File: config.mk
export PLATFORM = sky130hd
export DESIGN_NAME = carregador_matriz
export DESIGN_NICKNAME = d
export VERILOG_FILES = /design/src/rtl/carregador_matriz_pkg.sv /design/src/rtl/carregador_matriz_contador_indice.sv /design/src/rtl/carregador_matriz.sv
export SDC_FILE = /design/constraint.sdc
export NUM_CORES = 1
export LEC_CHECK = 0
export CAP_MARGIN = 5
export CORE_ASPECT_RATIO = 0.7
export CORE_MARGIN = 1
export CORE_UTILIZATION = 54
export DETAILED_ROUTE_END_ITERATION = 10
export PLACE_DENSITY = 0.86
export SYNTH_ARGS = -nofsm -noshare
export SYNTH_HDL_FRONTEND = slang
export SYNTH_SLANG_ARGS = --single-unit
File: constraint.sdc
create_clock -name clk -period 12.53 [get_ports clk]
set_input_delay 2.506 -clock clk [delete_from_list [all_inputs] [get_ports clk]]
set_output_delay 2.506 -clock clk [all_outputs]
set_load 0.01 [all_outputs]
File: src/rtl/carregador_matriz_pkg.sv
// Shared definitions for the matrix loader: widths, size encodings,
// FSM state encoding and size-decoding helpers.
package pkg_matriz;

   localparam int unsigned ELEM_W   = 8;
   localparam int unsigned MAX_ELEM = 25;
   localparam int unsigned IDX_W    = 5;
   localparam int unsigned DIM_W    = 3;

   typedef enum logic [1:0] {
      SIZE_2X2 = 2'b00,
      SIZE_3X3 = 2'b01,
      SIZE_4X4 = 2'b10,
      SIZE_5X5 = 2'b11
   } size_e;

   typedef enum logic [1:0] {
      ST_IDLE = 2'b00,
      ST_LOAD = 2'b01,
      ST_DONE = 2'b10
   } state_e;

   // Number of active elements for a given size code
   function automatic logic [IDX_W-1:0] active_elements(input logic [1:0] size);
      case (size_e'(size))
         SIZE_2X2: return IDX_W'(4);
         SIZE_3X3: return IDX_W'(9);
         SIZE_4X4: return IDX_W'(16);
         SIZE_5X5: return IDX_W'(25);
         default:  return IDX_W'(4);
      endcase
   endfunction

   // Matrix dimension N for a given size code
   function automatic logic [DIM_W-1:0] dim(input logic [1:0] size);
      case (size_e'(size))
         SIZE_2X2: return DIM_W'(2);
         SIZE_3X3: return DIM_W'(3);
         SIZE_4X4: return DIM_W'(4);
         SIZE_5X5: return DIM_W'(5);
         default:  return DIM_W'(2);
      endcase
   endfunction

endpackage

File: src/rtl/carregador_matriz_contador_indice.sv
// Element/row/col counters for the matrix loader. Produces the packed slot
// index of the current element and a flag marking the final active element.
// Optional macro: CARREGADOR_COL_MAJOR_EN (stream arrives column-major; the
// slot index is still row*N + col so the packed layout is unchanged).
module contador_indice
   import pkg_matriz::*;
(
   input  logic             clk,
   input  logic             reset,
   input  logic             clear,
   input  logic             advance,
   input  logic [1:0]       size,
   output logic [IDX_W-1:0] index,
   output logic             last
);

   logic [IDX_W-1:0] k;
   logic [IDX_W-1:0] active;

   assign active = active_elements(size);
   assign last   = (k == active - IDX_W'(1));

   // Element counter: number of elements accepted so far in this load
   always_ff @(posedge clk or posedge reset) begin
      if (reset) begin
         k <= '0;
      end else if (clear) begin
         k <= '0;
      end else if (advance) begin
         k <= k + IDX_W'(1);
      end
   end

`ifdef CARREGADOR_COL_MAJOR_EN
   logic [DIM_W-1:0] n;
   logic [DIM_W-1:0] row;
   logic [DIM_W-1:0] col;

   assign n = dim(size);

   // Row advances first; wrapping the row at N-1 moves to the next column
   always_ff @(posedge clk or posedge reset) begin
      if (reset) begin
         row <= '0;
         col <= '0;
      end else if (clear) begin
         row <= '0;
         col <= '0;
      end else if (advance) begin
         if (row == n - DIM_W'(1)) begin
            row <= '0;
            col <= col + DIM_W'(1);
         end else begin
            row <= row + DIM_W'(1);
         end
      end
   end

   assign index = IDX_W'(row) * IDX_W'(n) + IDX_W'(col);
`else
   // Row-major stream: row*N + col equals the element count, so the
   // row/col pair collapses onto k
   assign index = k;
`endif

endmodule

File: src/rtl/carregador_matriz.sv
// Matrix loader: latches scalar and size on start, packs a valid/ready stream
// of signed 8-bit elements into a 200-bit matrix register and pulses done.
// Optional macro: CARREGADOR_COL_MAJOR_EN (handled in contador_indice).
module carregador_matriz
   import pkg_matriz::*;
(
   input  logic                       clk,
   input  logic                       reset,
   input  logic                       start,
   input  logic [1:0]                 matrix_size,
   input  logic [ELEM_W-1:0]          num_inteiro_in,
   input  logic [ELEM_W-1:0]          data_in,
   input  logic                       data_valid,
   output logic                       data_ready,
   output logic [ELEM_W*MAX_ELEM-1:0] matriz_A,
   output logic [ELEM_W-1:0]          num_inteiro,
   output logic [1:0]                 matrix_size_out,
   output logic                       busy,
   output logic                       matriz_valid,
   output logic                       done
);

   state_e           state;
   state_e           next_state;
   logic             start_accept;
   logic             xfer;
   logic             last;
   logic [IDX_W-1:0] index;

   contador_indice u_contador (
      .clk     (clk),
      .reset   (reset),
      .clear   (start_accept),
      .advance (xfer),
      .size    (matrix_size_out),
      .index   (index),
      .last    (last)
   );

   // State register
   always_ff @(posedge clk or posedge reset) begin
      if (reset) begin
         state <= ST_IDLE;
      end else begin
         state <= next_state;
      end
   end

   // Next-state decode plus state-decoded handshake and status outputs
   always_comb begin
      next_state   = state;
      start_accept = 1'b0;
      xfer         = 1'b0;
      data_ready   = 1'b0;
      busy         = 1'b0;
      done         = 1'b0;
      case (state)
         ST_IDLE: begin
            if (start) begin
               start_accept = 1'b1;
               next_state   = ST_LOAD;
            end
         end
         ST_LOAD: begin
            data_ready = 1'b1;
            busy       = 1'b1;
            if (data_valid) begin
               xfer = 1'b1;
               if (last) begin
                  next_state = ST_DONE;
               end
            end
         end
         ST_DONE: begin
            done = 1'b1;
            if (start) begin
               start_accept = 1'b1;
               next_state   = ST_LOAD;
            end else begin
               next_state = ST_IDLE;
            end
         end
         default: begin
            next_state = ST_IDLE;
         end
      endcase
   end

   // Operand registers: cleared/latched on an accepted start, filled per transfer
   always_ff @(posedge clk or posedge reset) begin
      if (reset) begin
         matriz_A        <= '0;
         num_inteiro     <= '0;
         matrix_size_out <= '0;
         matriz_valid    <= 1'b0;
      end else if (start_accept) begin
         matriz_A        <= '0;
         num_inteiro     <= num_inteiro_in;
         matrix_size_out <= matrix_size;
         matriz_valid    <= 1'b0;
      end else if (xfer) begin
         matriz_A[int'(index)*ELEM_W +: ELEM_W] <= data_in;
         if (last) begin
            matriz_valid <= 1'b1;
         end
      end
   end

endmodule

==> metrics.yaml, run 1 <==
sta:
  slew_viol_final: 0
  relSlewSlack_pct: 9.85
  post-route-period-util_pct: 39.6
  skew_ns: 0.0149
  setup_viol: 0
  finalCriticalPeriod_ns: 4.96
  hold_violations: 0
  fmaxAchievable_ghz: 0.202
  setup-tns-final_ns: 0
  tightest_slew_ns: 1.34
  rsz0062_at_grt: "no"
clocking:
  cts_sinks: 218
  clockBufferDepth: 3
  cts_tree: "done"
  clock_latency_ns: 0.50
  ctsHoldBuffers: 0
  numCtsBuffers: 21
  cts_root_buf: "clkbuf_16"
  htreeDepth: 1
  post_cts_buffers: 0
  ctsResizeCount: 0
  path_clk_slew_ns: 0.07
logic_synthesis:
  post-synth-top-count-cell: "dfrtp_1"
  ys_ff_latch: 218
  async_flop_share_pct: 100
  synth_area_leaders: "dfrtp_1 (56%), nand2_1 (7.3%), nand3_1 (7.0%)"
  synth_area_um2: 9750
  yosysWarnings: 0
  syn_area_per_cell_um2: 9.57
  seq_area_frac_synth_pct: 56.0
  synth-edff-count: 0
  synth_top_area_cell: "dfrtp_1"
  synth_common_cells: "dfrtp_1 (218), nand2_1 (190), nand3_1 (136)"
  yosys.area.top_type_share_pct: 56.0
  synth.distinct_cells: 56
  syn_inst: 1019
  syn_nets: 1044
  synthFlopType: "dfrtp_1"
finish:
  final_util_pct: 73.3
  antenna_cells: 0
  area_growth_pct: 31.0
  nets: 1223
  fin_area_um2: 12800
  fin_cells: 1439
  drive_gt1_share_pct: 7.12
worst_setup_path:
  arrival_ns: 5.31
  cp-end-kind: "flip-flop"
  critPathKind: "in2reg"
  cp.required_ns: 12.89
  r2r_setup_slack_ns: 8.32
  setup.worst_path.start_class: "primary input"
  cp_max_fo: 64
place:
  routabilityCongestion: 0.892
  place_area_um2: 12100
  dp_cells: 1406
  hpwl_um: 19700
  io_buffers: 235
power_and_ir_drop:
  power_frac_seq_pct: 38.6
  clkPwrFrac_pct: 30.6
  leakage_uw: 0.00543
  p_sw_uw: 775
  power_density_nw_per_um2: 164
  p_sw_share_pct: 36.9
  p_comb_share_pct: 30.8
  vdd_drop_max_uv: 149
  power.internal_uw: 1320
grt:
  grt_max_degree: 147
  grt_pass1_wl_um: 46800
  grt_usage_pct: 32.7
  first_global_vias: 8336
  antenna_found_initial: 0
  grt-ovfl-total: 0
route:
  wirelength_um: 30100
  firstDrtPassIters: 5
  via_per_inst: 6.05
  drt_iter0_drc: 1024
  top_layer_used: "met4"
  antenna_left: 0
  vias: 8702
  m1WireLength_um: 12500
  avgRoutedWirePerCell_um: 20.9
  route.met2.wl_um: 13300
  met3_length_um: 3150
  route.detailed.drc: 0
hold_path:
  hold_path_class: "reg2reg"
floorplanning:
  dieHeight_um: 114
  chipWidth_um: 163
  pin_count: 236
  die_area_um2: 18600
  initial_core_util_pct: 56.0
  core-area_um2: 17400
  num_rows: 40
job:
  drv_cap: 0
status:
  status: "finished, final reports clean"
power groups by stage:
stage                     clock network (µW)  logic [µW]  registers [µW]
after floorplan                            0         413             814
after global placement                     0         614             818
after detailed placement                   0         625             819
after CTS                                644         631             808
after global routing                     674         693             815
final                                    643         647             809
state kept, by name, indices dropped and copies added (netlist names):
register and flops:
matriz_A 200, num_inteiro 8, u_contador.index 5, matrix_size_out 2, state 2, matriz_valid 1
cell type report:
type / count / area [µm²]
inverter: 9 / 41.3
sequential: 218 / 5460
clock inverter: 6 / 83.8
timing repair buffer: 248 / 2450
tap: 231 / 289
fill: 1300 / 4640
multi-input combinational: 700 / 3850
clock buffer: 27 / 598
critical path: stages:
cell	delay, ns
clkdlybuf4s50_1	0.53
nor2b_4	0.15
buf_4	0.55
o2111ai_2	0.35
nor2_1	0.85
mux2i_1	0.27
nor2_1	0.06
path summary, 6_finish.rpt:
path,startpoint,end,cells after the start
worst min register to register,num_inteiro[2],num_inteiro[2],2
max in group asynchronous,reset,state[0],3
worst max register to register,u_contador.index[0],matriz_A[171],10
worst min-delay path,num_inteiro[2],num_inteiro[2],2
worst max-delay path,start,matriz_A[57],7
min in group asynchronous,reset,matriz_A[18],2
per-layer routing:
metal	vias up	global-route usage, %
met5	-	0
met2	484	48.7
li1	3876	-
met1	4251	46.3
met3	91	8.33
met4	0	12.4
per-stage QoR:
stage / setup WS, ns / power, µW / hold slack, ns
after floorplan: 4.06 / 1230 / 0.514
after global placement: 7.24 / 1430 / 0.459
after detailed placement: 7.15 / 1440 / 0.465
after CTS: 7.65 / 2080 / 0.489
after global routing: 7.42 / 2180 / 0.518
final: 7.57 / 2100 / 0.485
cells by family (layout without fill, tap and decap cells):
kind of cell	Yosys count	after routing	share of synthesized area [%]
multiplexers	37	37	3.80
AND/OR/NAND/NOR	476	476	23.7
XOR/XNOR	7	7	0.783
flip-flops	218	218	56.0
adder cells (fa/ha/maj)	3	3	0.385
AO/OA/AOI/OAI	177	177	10.6
buffers and inverters	101	290	4.80
cells in the final DEF (no fill, tap or decap), types with 2 or more instances in the layout:
cell type | netlist | routed
mux2i_1 | 37 | 37
o21ai_1 | 11 | 11
bufinv_16 | 0 | 2
nand4_1 | 18 | 18
nor4_2 | 2 | 2
nor2b_1 | 8 | 7
and3_1 | 4 | 4
xnor2_1 | 2 | 2
o31ai_1 | 11 | 11
nor4b_4 | 2 | 2
nor4b_2 | 1 | 2
clkbuf_8 | 0 | 5
or2_2 | 2 | 2
ha_1 | 3 | 3
a21oi_1 | 23 | 22
nor3_1 | 21 | 20
or3_1 | 9 | 9
clkbuf_16 | 0 | 21
nand3_1 | 136 | 136
xor2_1 | 3 | 3
nor2_1 | 48 | 48
a41o_1 | 4 | 4
clkinv_2 | 0 | 3
nand2b_1 | 6 | 5
nand2_1 | 190 | 190
o21ai_0 | 109 | 109
a31o_2 | 11 | 11
and2_1 | 4 | 4
clkdlybuf4s50_1 | 0 | 235
nor4_1 | 2 | 2
inv_1 | 9 | 8
nand4b_1 | 2 | 2
dfrtp_1 | 218 | 218
buf_4 | 5 | 13
or4_1 | 5 | 5
nand3_2 | 2 | 2
nor3_2 | 5 | 6
(Power assumes the default switching activity.)
==> run 2, diff against run 1 <==
--- a/config.mk
+++ b/config.mk
@@ -8,9 +8,9 @@
 export CAP_MARGIN = 5
 export CORE_ASPECT_RATIO = 0.7
 export CORE_MARGIN = 1
-export CORE_UTILIZATION = 54
+export CORE_UTILIZATION = 45
 export DETAILED_ROUTE_END_ITERATION = 10
-export PLACE_DENSITY = 0.86
+export PLACE_DENSITY = 0.77
 export SYNTH_ARGS = -nofsm -noshare
 export SYNTH_HDL_FRONTEND = slang
 export SYNTH_SLANG_ARGS = --single-unit
==> constraint.sdc (replaced) <==
create_clock -name clk -period 4.11 [get_ports clk]
set_input_delay 0.822 -clock clk [delete_from_list [all_inputs] [get_ports clk]]
set_output_delay 0.822 -clock clk [all_outputs]
set_load 0.01 [all_outputs]
==> metrics.yaml, run 2 (synthesis results as in run 1) <==
status:
  status: "finished, final reports clean"
route:
  firstDrtPassIters: 5
  drt_iter0_drc: 802
  avgRoutedWirePerCell_um: 20.5
  m1WireLength_um: 13900
  antenna_left: 0
  wirelength_um: 31000
  top_layer_used: "met4"
  vias: 8735
  via_per_inst: 5.77
  route.detailed.drc: 0
  route.met2.wl_um: 13300
  met3_length_um: 3220
floorplanning:
  pin_count: 236
  chipWidth_um: 178
  die_area_um2: 22300
  initial_core_util_pct: 46.5
  dieHeight_um: 125
  core-area_um2: 21000
  num_rows: 44
power_and_ir_drop:
  power_density_nw_per_um2: 498
  clkPwrFrac_pct: 29.8
  leakage_uw: 0.00555
  vdd_drop_max_uv: 386
  p_sw_share_pct: 37.4
  p_sw_uw: 2430
  power_frac_seq_pct: 38.0
  power.internal_uw: 4060
  p_comb_share_pct: 32.2
hold_path:
  hold_start: "num_inteiro[1]"
  min_to: "num_inteiro[1]"
  hold_path_depth: 2
  hold_path_class: "reg2reg"
grt:
  antenna_found_initial: 0
  first_global_vias: 8251
  grt_pass1_wl_um: 48300
  grt_max_degree: 90
  grt_usage_pct: 28.0
  grt-ovfl-total: 0
place:
  dp_cells: 1476
  io_buffers: 235
  hpwl_um: 21200
  routabilityCongestion: 0.925
  preCtsSetupSlack_ns: 0.511
finish:
  n_fill_cell: 1708
  largest_reg_flops: 200
  final_common_cell: "clkdlybuf4s50_1"
  drive_gt1_share_pct: 9.22
  regMostFlops: "matriz_A"
  final_util_pct: 62.1
  layout_common_cells: "clkdlybuf4s50_1 (235), dfrtp_1 (218), nand2_1 (190), nand3_1 (136), o21ai_0 (109)"
  fin_cells: 1513
  area_growth_pct: 33.7
  nets: 1248
  antenna_cells: 0
clocking:
  cts_root_buf: "clkbuf_16"
  clock_latency_ns: 0.52
  path_clk_slew_ns: 0.06
  cts_tree: "done"
  cts_sinks: 218
  ctsHoldBuffers: 0
  post_cts_buffers: 0
  numCtsBuffers: 21
  ctsResizeCount: 0
  htreeDepth: 1
  clockBufferDepth: 3
worst_setup_path:
  ff2ff_path_depth: 10
  cp-end-kind: "flip-flop"
  r2r_setup_slack_ns: 0.43
  cp_max_fo: 16
  r2r-end: "matriz_A[48]"
  setup.worst_path.start_class: "flip-flop"
  critPathKind: "reg2reg"
  cp.required_ns: 4.50
  arrival_ns: 4.07
  reg2reg_from: "u_contador.index[0]"
sta:
  setup_viol: 0
  fin_ws_ns: 0.429
  hold_violations: 0
  tightest_slew_ns: 0.910
  rsz0062_at_grt: "no"
  slew_viol_final: 0
  post-route-period-util_pct: 89.6
  setup-tns-final_ns: 0
  fmaxAchievable_ghz: 0.272
  skew_ns: 0.0164
  whs_ns: 0.471
  relSlewSlack_pct: 39.3
  finalCriticalPeriod_ns: 3.68
job:
  drv_cap: 0
run 2: layout make-up:
| class | count | area [µm²] | area share [%] |
|---|---|---|---|
| Clock buffer | 27 | 588 | 4.51 |
| Timing Repair Buffer | 273 | 2660 | 20.4 |
| Multi-Input combinational cell | 700 | 3850 | 29.6 |
| Clock inverter | 10 | 86.3 | 0.663 |
| Inverter | 9 | 37.5 | 0.288 |
| Sequential cell | 218 | 5460 | 41.9 |
| Tap cell | 276 | 345 | 2.65 |
run 2: how the worst max path moves through the flow:
stage | start | end | slack (ns)
floorplan | reset | matrix_size_out[0] | 0.45
global placement | u_contador.index[0] | matriz_A[50] | 0.66
detailed placement | u_contador.index[0] | matriz_A[49] | 0.51
CTS | u_contador.index[0] | matriz_A[48] | 0.48
global route | u_contador.index[0] | matriz_A[50] | 0.16
finish | u_contador.index[0] | matriz_A[48] | 0.43
run 2: worst max-delay path, stage by stage, from the launching register on:
cell,delay [ns]
dfrtp_1,0.65
inv_1,0.13
ha_1,0.33
nor2b_1,0.20
nor2b_1,0.19
ha_1,0.40
nor2b_1,0.29
o2111ai_2,0.29
or4_1,0.81
nand3_1,0.20
o21ai_1,0.09
run 2: power groups by stage:
stage          Sequential [µW]  Combinational [µW]  Clock (µW)
3_3_place_gp              2490                2030           0
3_5_place_dp              2500                2040           0
6_report                  2460                2090        1930
5_1_grt                   2480                2250        2050
4_1_cts                   2460                2060        1950
2_1_floorplan             2480                1260           0
run 2: metrics by stage:
stage                     total power (µW)  area, µm²
after floorplan                       3740       9750
after global placement                4520      12400
after detailed placement              4540      12400
after CTS                             6470      13000
after global routing                  6780      13000
final                                 6490      13000
run 2: layer usage:
layer / GRT usage (%) / vias up
met5: 0 / -
li1: - / 3932
met3: 7.00 / 40
met2: 40.2 / 431
met1: 42.1 / 4332
met4: 6.84 / 0
